--- src/rtl/multi_voice_lfo.sv ---
// multi_voice_lfo: N-voice low-frequency modulator for the chorus path.
// One shared phase accumulator; voice v reads it at offset v*(2^P/N). Each
// voice is shaped (triangle, or parabolic sine when LFO_SINE_EN is defined),
// scaled by depth, offset by centre and saturated. One value per voice per
// tick is emitted on a single valid/ready stream.
//
// Ports:
//   clk, reset      clock, synchronous active-high reset
//   enable          0 behaves exactly like reset
//   cfg_rate/depth/center, cfg_valid/cfg_ready   config load handshake
//   tick            one-cycle strobe starting a frame
//   dout, dout_voice, dout_last, dout_valid/dout_ready   output stream
//   overrun         sticky: tick seen while a frame was active
//
// Build option: define LFO_SINE_EN for parabolic sine shaping (+1 cycle per voice).
module multi_voice_lfo #(
  parameter int G_NUM_VOICES  = 4,
  parameter int G_PHASE_WIDTH = 24,
  parameter int G_DIN_WIDTH   = 24,
  parameter int G_DOUT_WIDTH  = 24
) (
  input  logic                            clk,
  input  logic                            reset,
  input  logic                            enable,
  input  logic [G_DIN_WIDTH-1:0]          cfg_rate,
  input  logic [G_DIN_WIDTH-1:0]          cfg_depth,
  input  logic [G_DIN_WIDTH-1:0]          cfg_center,
  input  logic                            cfg_valid,
  output logic                            cfg_ready,
  input  logic                            tick,
  output logic [G_DOUT_WIDTH-1:0]         dout,
  output logic [$clog2(G_NUM_VOICES):0]   dout_voice,
  output logic                            dout_last,
  output logic                            dout_valid,
  input  logic                            dout_ready,
  output logic                            overrun
);
  localparam int P     = G_PHASE_WIDTH;
  localparam int N     = G_NUM_VOICES;
  localparam int LOG2N = $clog2(N);
  localparam int VW    = LOG2N + 1;
`ifdef LFO_SINE_EN
  localparam int CALC_STAGES = 3;
`else
  localparam int CALC_STAGES = 2;
`endif
  localparam logic [1:0] LAST_STG = 2'(CALC_STAGES - 1);

  typedef enum logic [1:0] {SM_IDLE, SM_WAIT_TICK, SM_CALC, SM_OUT} state_t;

  state_t          r_state, w_state_nxt;
  logic            r_cfg_ready, r_overrun;
  logic [VW-1:0]   r_voice;
  logic [1:0]      r_stg;
  logic [P-1:0]    r_acc, r_rate, r_depth, r_center;
  logic [P-1:0]    r_phase, r_dout;

  logic            w_rst, w_cfg_acc, w_dout_acc, w_calc_done, w_last_voice;
  logic [P-1:0]    w_off;
  logic [P-2:0]    w_u, w_src;
  logic [2*P-2:0]  w_prod;
  logic [P:0]      w_sum;
  logic [P-1:0]    w_sat;

  assign w_rst        = reset | ~enable;
  assign w_cfg_acc    = cfg_valid & r_cfg_ready;
  assign w_dout_acc   = (r_state == SM_OUT) & dout_ready;
  assign w_calc_done  = (r_state == SM_CALC) && (r_stg == LAST_STG);
  assign w_last_voice = (r_voice == VW'(N - 1));

  // Next-state logic
  always_comb begin
    w_state_nxt = r_state;
    case (r_state)
      SM_IDLE:      if (w_cfg_acc) w_state_nxt = SM_WAIT_TICK;
      SM_WAIT_TICK: if (tick) w_state_nxt = SM_CALC;
      SM_CALC:      if (w_calc_done) w_state_nxt = SM_OUT;
      SM_OUT:       if (w_dout_acc) w_state_nxt = w_last_voice ? SM_WAIT_TICK : SM_CALC;
      default:      w_state_nxt = SM_IDLE;
    endcase
  end

  always_ff @(posedge clk) begin
    if (w_rst) r_state <= SM_IDLE;
    else       r_state <= w_state_nxt;
  end

  // Control: cfg_ready is registered so it first rises one cycle after reset.
  always_ff @(posedge clk) begin
    if (w_rst) begin
      r_cfg_ready <= 1'b0;
      r_overrun   <= 1'b0;
      r_voice     <= '0;
      r_stg       <= '0;
      r_acc       <= '0;
      r_rate      <= '0;
      r_depth     <= '0;
      r_center    <= '0;
    end else begin
      r_cfg_ready <= (w_state_nxt == SM_IDLE) || (w_state_nxt == SM_WAIT_TICK);
      if (w_cfg_acc) begin
        r_rate    <= cfg_rate;
        r_depth   <= cfg_depth;
        r_center  <= cfg_center;
        r_overrun <= 1'b0;
      end else if (tick && ((r_state == SM_CALC) || (r_state == SM_OUT))) begin
        r_overrun <= 1'b1;
      end
      if ((r_state == SM_WAIT_TICK) && tick) begin
        r_voice <= '0;
        r_stg   <= '0;
      end
      if (r_state == SM_CALC) r_stg <= w_calc_done ? 2'd0 : r_stg + 2'd1;
      if (w_dout_acc) begin
        if (w_last_voice) r_acc   <= r_acc + r_rate;
        else              r_voice <= r_voice + VW'(1);
      end
    end
  end

  // Voice phase offset: v * 2^P/N is v placed in the top LOG2N bits.
  assign w_off = P'(r_voice) << (P - LOG2N);

  // Triangle: rising on the lower half-cycle, mirrored on the upper.
  assign w_u = r_phase[P-1] ? ~r_phase[P-2:0] : r_phase[P-2:0];

`ifdef LFO_SINE_EN
  localparam logic [P-2:0] U_MAX = '1;
  logic [P-2:0] r_u, w_u_c, w_shaped;
  logic [2*P:0] w_sq, w_sh;
  // 4*u*(Umax-u) >> (P-1) peaks near Umax; clip guards the rounding edge.
  assign w_u_c    = U_MAX - w_u;
  assign w_sq     = ({(P+2)'(0), w_u} * {(P+2)'(0), w_u_c}) << 2;
  assign w_sh     = w_sq >> (P - 1);
  assign w_shaped = (w_sh > (2*P+1)'(U_MAX)) ? U_MAX : w_sh[P-2:0];
  assign w_src    = r_u;
`else
  assign w_src    = w_u;
`endif

  // depth is a 0..1 fraction with P-1 fractional bits of headroom.
  assign w_prod = {(P-1)'(0), r_depth} * {P'(0), w_src};
  assign w_sum  = {1'b0, r_center} + (P+1)'(w_prod >> (P - 1));
  assign w_sat  = w_sum[P] ? '1 : w_sum[P-1:0];

  always_ff @(posedge clk) begin
    if (w_rst) begin
      r_phase <= '0;
      r_dout  <= '0;
`ifdef LFO_SINE_EN
      r_u     <= '0;
`endif
    end else if (r_state == SM_CALC) begin
      if (r_stg == 2'd0) r_phase <= r_acc + w_off;
`ifdef LFO_SINE_EN
      if (r_stg == 2'd1) r_u <= w_shaped;
`endif
      if (r_stg == LAST_STG) r_dout <= w_sat;
    end
  end

  assign cfg_ready  = r_cfg_ready;
  assign dout       = r_dout;
  assign dout_voice = r_voice;
  assign dout_valid = (r_state == SM_OUT);
  assign dout_last  = dout_valid & w_last_voice;
  assign overrun    = r_overrun;
endmodule

--- config.mk ---
export PLATFORM = sky130hd
export DESIGN_NAME = multi_voice_lfo
export DESIGN_NICKNAME = d
export VERILOG_FILES = /design/src/rtl/multi_voice_lfo.sv
export SDC_FILE = /design/constraint.sdc
export NUM_CORES = 2
export LEC_CHECK = 0
export CORE_UTILIZATION = 40
export CTS_CLUSTER_SIZE = 20
export DETAILED_ROUTE_END_ITERATION = 10
export GPL_ROUTABILITY_DRIVEN = 0
export SYNTH_ARGS = -nofsm -noshare
export SYNTH_HDL_FRONTEND = slang
export SYNTH_SLANG_ARGS = --single-unit
--- constraint.sdc ---
create_clock -name clk -period 8.5 [get_ports clk]
set_clock_uncertainty 0.15 [all_clocks]
set_input_delay 2.125 -clock clk [delete_from_list [all_inputs] [get_ports clk]]
set_output_delay 2.125 -clock clk [all_outputs]
set_load 0.005 [all_outputs]
==> flow_metrics.py <==
metrics = {
    "sta": {
        "grt_setup_unrepaired": "true",
        "setup_slack_ns": -0.637,
        "hold_viol": 0,
        "slew_headroom": 0.379,
        "layout_min_cycle_time_ns": 9.14,
        "slew_violations": 0,
        "tightestPinTransition_ns": 0.928,
        "finalCritPeriodShare": 1.07,
        "max_freq_ghz": 0.109,
        "setup_violations": 24,
    },
    "clock_network": {
        "cts_tree": "done",
        "htree_num_levels": 4,
        "clock_latency_ns": 0.46,
        "cts_max_path_buffers": 2,
        "cts_made_buffers": 17,
        "numClockSinks": 153,
        "cts.clk_slew.worst_paths_ns": 0.06,
        "cts_root_buf": "clkbuf_16",
    },
    "placement": {
        "port-buffer-count": 108,
        "dp_hpwl_mm": 56.6,
        "placed_cells": 3998,
    },
    "worst_hold_path": {
        "min_path_type": "reg -> reg",
        "hp-start": "r_rate[5]",
        "whs_endpoint": "r_rate[5]",
        "hold_depth": 2,
    },
    "global_route": {
        "grt_antenna_before_repair": 0,
        "groute.usage.overall": 0.218,
        "grt_pass1_vias": 21600,
        "grt_max_degree": 79,
        "grt_overflow": 0,
        "grt_pass1_wl_mm": 109,
    },
    "pwr": {
        "p_int_mw": 1.22,
        "swShare": 0.245,
        "clockPowerShare": 0.485,
        "irDropWorstVdd_uv": 147,
        "combPwrFrac": 0.065,
        "p_switching_uw": 396,
        "leakage_nw": 14.7,
        "p_seq_frac": 0.451,
        "p_per_area_mw_per_mm2": 52.9,
    },
    "routing": {
        "routed_wl_mm": 67.8,
        "drc_errors": 0,
        "drt-initial-drc-count": 1043,
        "detail-route-antenna-nets": 0,
        "num_vias": 20400,
        "vias_per_cell": 5.01,
        "drtPass1Iterations": 5,
        "wire_per_inst_um": 16.7,
    },
    "worst_setup_path": {
        "crit_buf_inv": 9,
        "cp_max_fo": 11,
        "worstSetupEndpointType": "flip-flop",
        "cp.arrival_ns": 9.33,
        "cp.required_ns": 8.70,
        "cpLargestDelayFamily": "adder cells",
        "crit_path_max_incr_delay_ns": 0.57,
        "cp-start-kind": "flip-flop",
        "crit_type": "reg -> reg",
        "reg2regPathDepth": 38,
        "cp_slowest_cell": "fa_1",
        "cpMostUsedCell": "fa_1",
        "r2r_setup_slack_ns": -0.64,
        "worstReg2RegEnd": "dout[21]",
        "rr_startpoint": "r_phase[23]",
    },
    "synth": {
        "synth_nets": 3683,
        "syn_avg_cell_area_um2": 8.55,
        "synth.ff_latch_count": 153,
        "synth_top_cell_by_area": "fa_1",
        "synth_area_mm2": 0.0250,
        "synth-edff-count": 0,
        "synthFlopType": "dfxtp_1",
        "synth_area_leaders": "fa_1 37%, dfxtp_1 12%, ha_1 11%",
        "synth_largest_type_area_fraction": 0.368,
        "yosysUniqueCellTypes": 61,
        "ys_warn_count": 0,
        "postSynth.asyncResetShare": 0,
        "yosysSeqAreaShare": 0.123,
        "netlist_instances": 2923,
    },
    "finish": {
        "nets": 3976,
        "stdcell_count": 4066,
        "seqCellArea_mm2": 0.00307,
        "syn_to_final_growth_pct": 22.3,
        "multiInputGateArea_mm2": 0.0200,
        "final_core_util": 0.495,
        "fill_cells": 5862,
        "drive_above_1_share": 0.138,
        "antenna_cells": 0,
    },
    "status": {
        "outcome": "finished with violations",
        "violations": "negative setup slack",
    },
    "floorplanning": {
        "rows": 91,
        "core_area_mm2": 0.0617,
        "dieArea_mm2": 0.0635,
        "ios": 109,
        "initial_utilization": 0.405,
        "die_y_um": 252,
        "die_x_um": 252,
    },
    "job": {
        "max_cap_violations": 0,
    },
}
registers in the layout, indices dropped and copies added, names as in the netlist:
name	cells
r_depth	24
r_center	24
r_phase	24
dout_voice	3
r_stg	2
r_state	2
overrun	1
r_rate	24
r_acc	24
dout	24
cfg_ready	1
final cells by class:
class,count,share of cell area
tap,837,0.0343
inverter,525,0.0645
timing repair buffer,416,0.125
clock buffer,18,0.0144
sequential,153,0.100
multi-input combinational,2103,0.656
clock inverter,14,0.00532
per-stage QoR:
step           setup slack (ns)  setup TNS (ns)  instance area [µm²]  hold WS (ns)  power [mW]
6_report                 -0.637          -15.01                30600         0.311        1.62
3_3_place_gp              -1.08          -24.79                29200         0.299       0.847
4_1_cts                  -0.574          -13.39                30300         0.316        1.64
2_1_floorplan           -0.0981           -1.90                25500         0.290       0.780
3_5_place_dp              -1.28          -28.90                29200         0.306       0.848
5_1_grt                  -0.967          -22.77                30600         0.336        1.67
worst min-delay path, cell delays in order (launching register included):
cell and delay, ns:
dfxtp_1 0.31, nand2_1 0.05, a21oi_1 0.05
synth_stat cells (2+ instances only):
cell type and number:
nand3_1 36, a31oi_1 9, nand4_1 10, a221oi_1 2
a21o_1 39, xor2_2 2, nor2b_1 7, nor3b_1 2
and3_1 6, inv_1 525, nor2_1 39, nand2b_1 11
xnor2_1 33, nor4_1 5, or3_1 9, o211a_1 2
o31ai_1 3, or2_2 4, o21ai_0 59, a21oi_1 198
clkbuf_1 140, dfxtp_1 153, nor3_1 17, nand2_1 571
nand3b_1 3, o211ai_1 7, a211oi_1 10, fa_1 460
xor2_1 51, o21a_1 4, a31o_2 3, o2111ai_1 2
buf_2 2, ha_1 222, o21bai_1 11, a21boi_0 2
and2_1 237, and4_1 3, buf_1 2
routing by layer:
layer | part of all wire | vias up | track usage
met1 | 0.41 | 10300 | 0.268
met3 | 0.044 | 104 | 0.0233
met2 | 0.52 | 463 | 0.398
li1 | - | 9521 | -
met5 | 0 | - | 0
met4 | 0.030 | 0 | 0.0712
layout by cell type (no fill, tap or decap), types with 14 or more instances in the layout:
cell type        count
a21o_1              39
a21oi_1            183
a21oi_2             15
and2_1             232
buf_12              26
buf_4              263
buf_6               14
clkbuf_16           19
clkdlybuf4s50_1    108
dfxtp_1            151
fa_1               454
ha_1               216
inv_1              516
nand2_1            567
nand3_1             35
nor2_1              37
o21ai_0             52
xnor2_1             33
xor2_1              36
kinds of logic after synthesis:
family                   Yosys count  share of synthesized area
AND/OR/NAND/NOR                  962                      0.178
adder cells (fa/ha/maj)          682                      0.480
buffers and inverters            670                      0.101
AO/OA/AOI/OAI                    369                     0.0875
flip-flops                       153                      0.123
XOR/XNOR                          86                     0.0307
multiplexers                       1                   0.000401
power by group through the flow:
stage	clock network [mW]	registers (mW)	logic (mW)
2_1_floorplan	0	0.741	0.0394
3_3_place_gp	0	0.744	0.103
3_5_place_dp	0	0.745	0.104
4_1_cts	0.807	0.728	0.105
5_1_grt	0.825	0.728	0.113
6_report	0.783	0.728	0.104
timing repair:
action                     CTS  global route
hold buffers                 0             0
buffers inserted            22             7
cloned                       4             3
setup endpoints to repair   24            24
pin swaps                   27            18
gates resized for setup     61            22
worst max-delay path by stage:
| stage | cells after the start | end | from |
|---|---|---|---|
| 2_1_floorplan | 38 | dout[22] | r_phase[23] |
| 3_3_place_gp | 35 | dout[0] | r_phase[23] |
| 3_5_place_dp | 35 | dout[21] | r_phase[23] |
| 4_1_cts | 36 | dout[7] | r_phase[23] |
| 5_1_grt | 39 | dout[23] | r_phase[23] |
| 6_report | 38 | dout[21] | r_phase[23] |
Note: power is estimated with default switching activity, not from simulation.
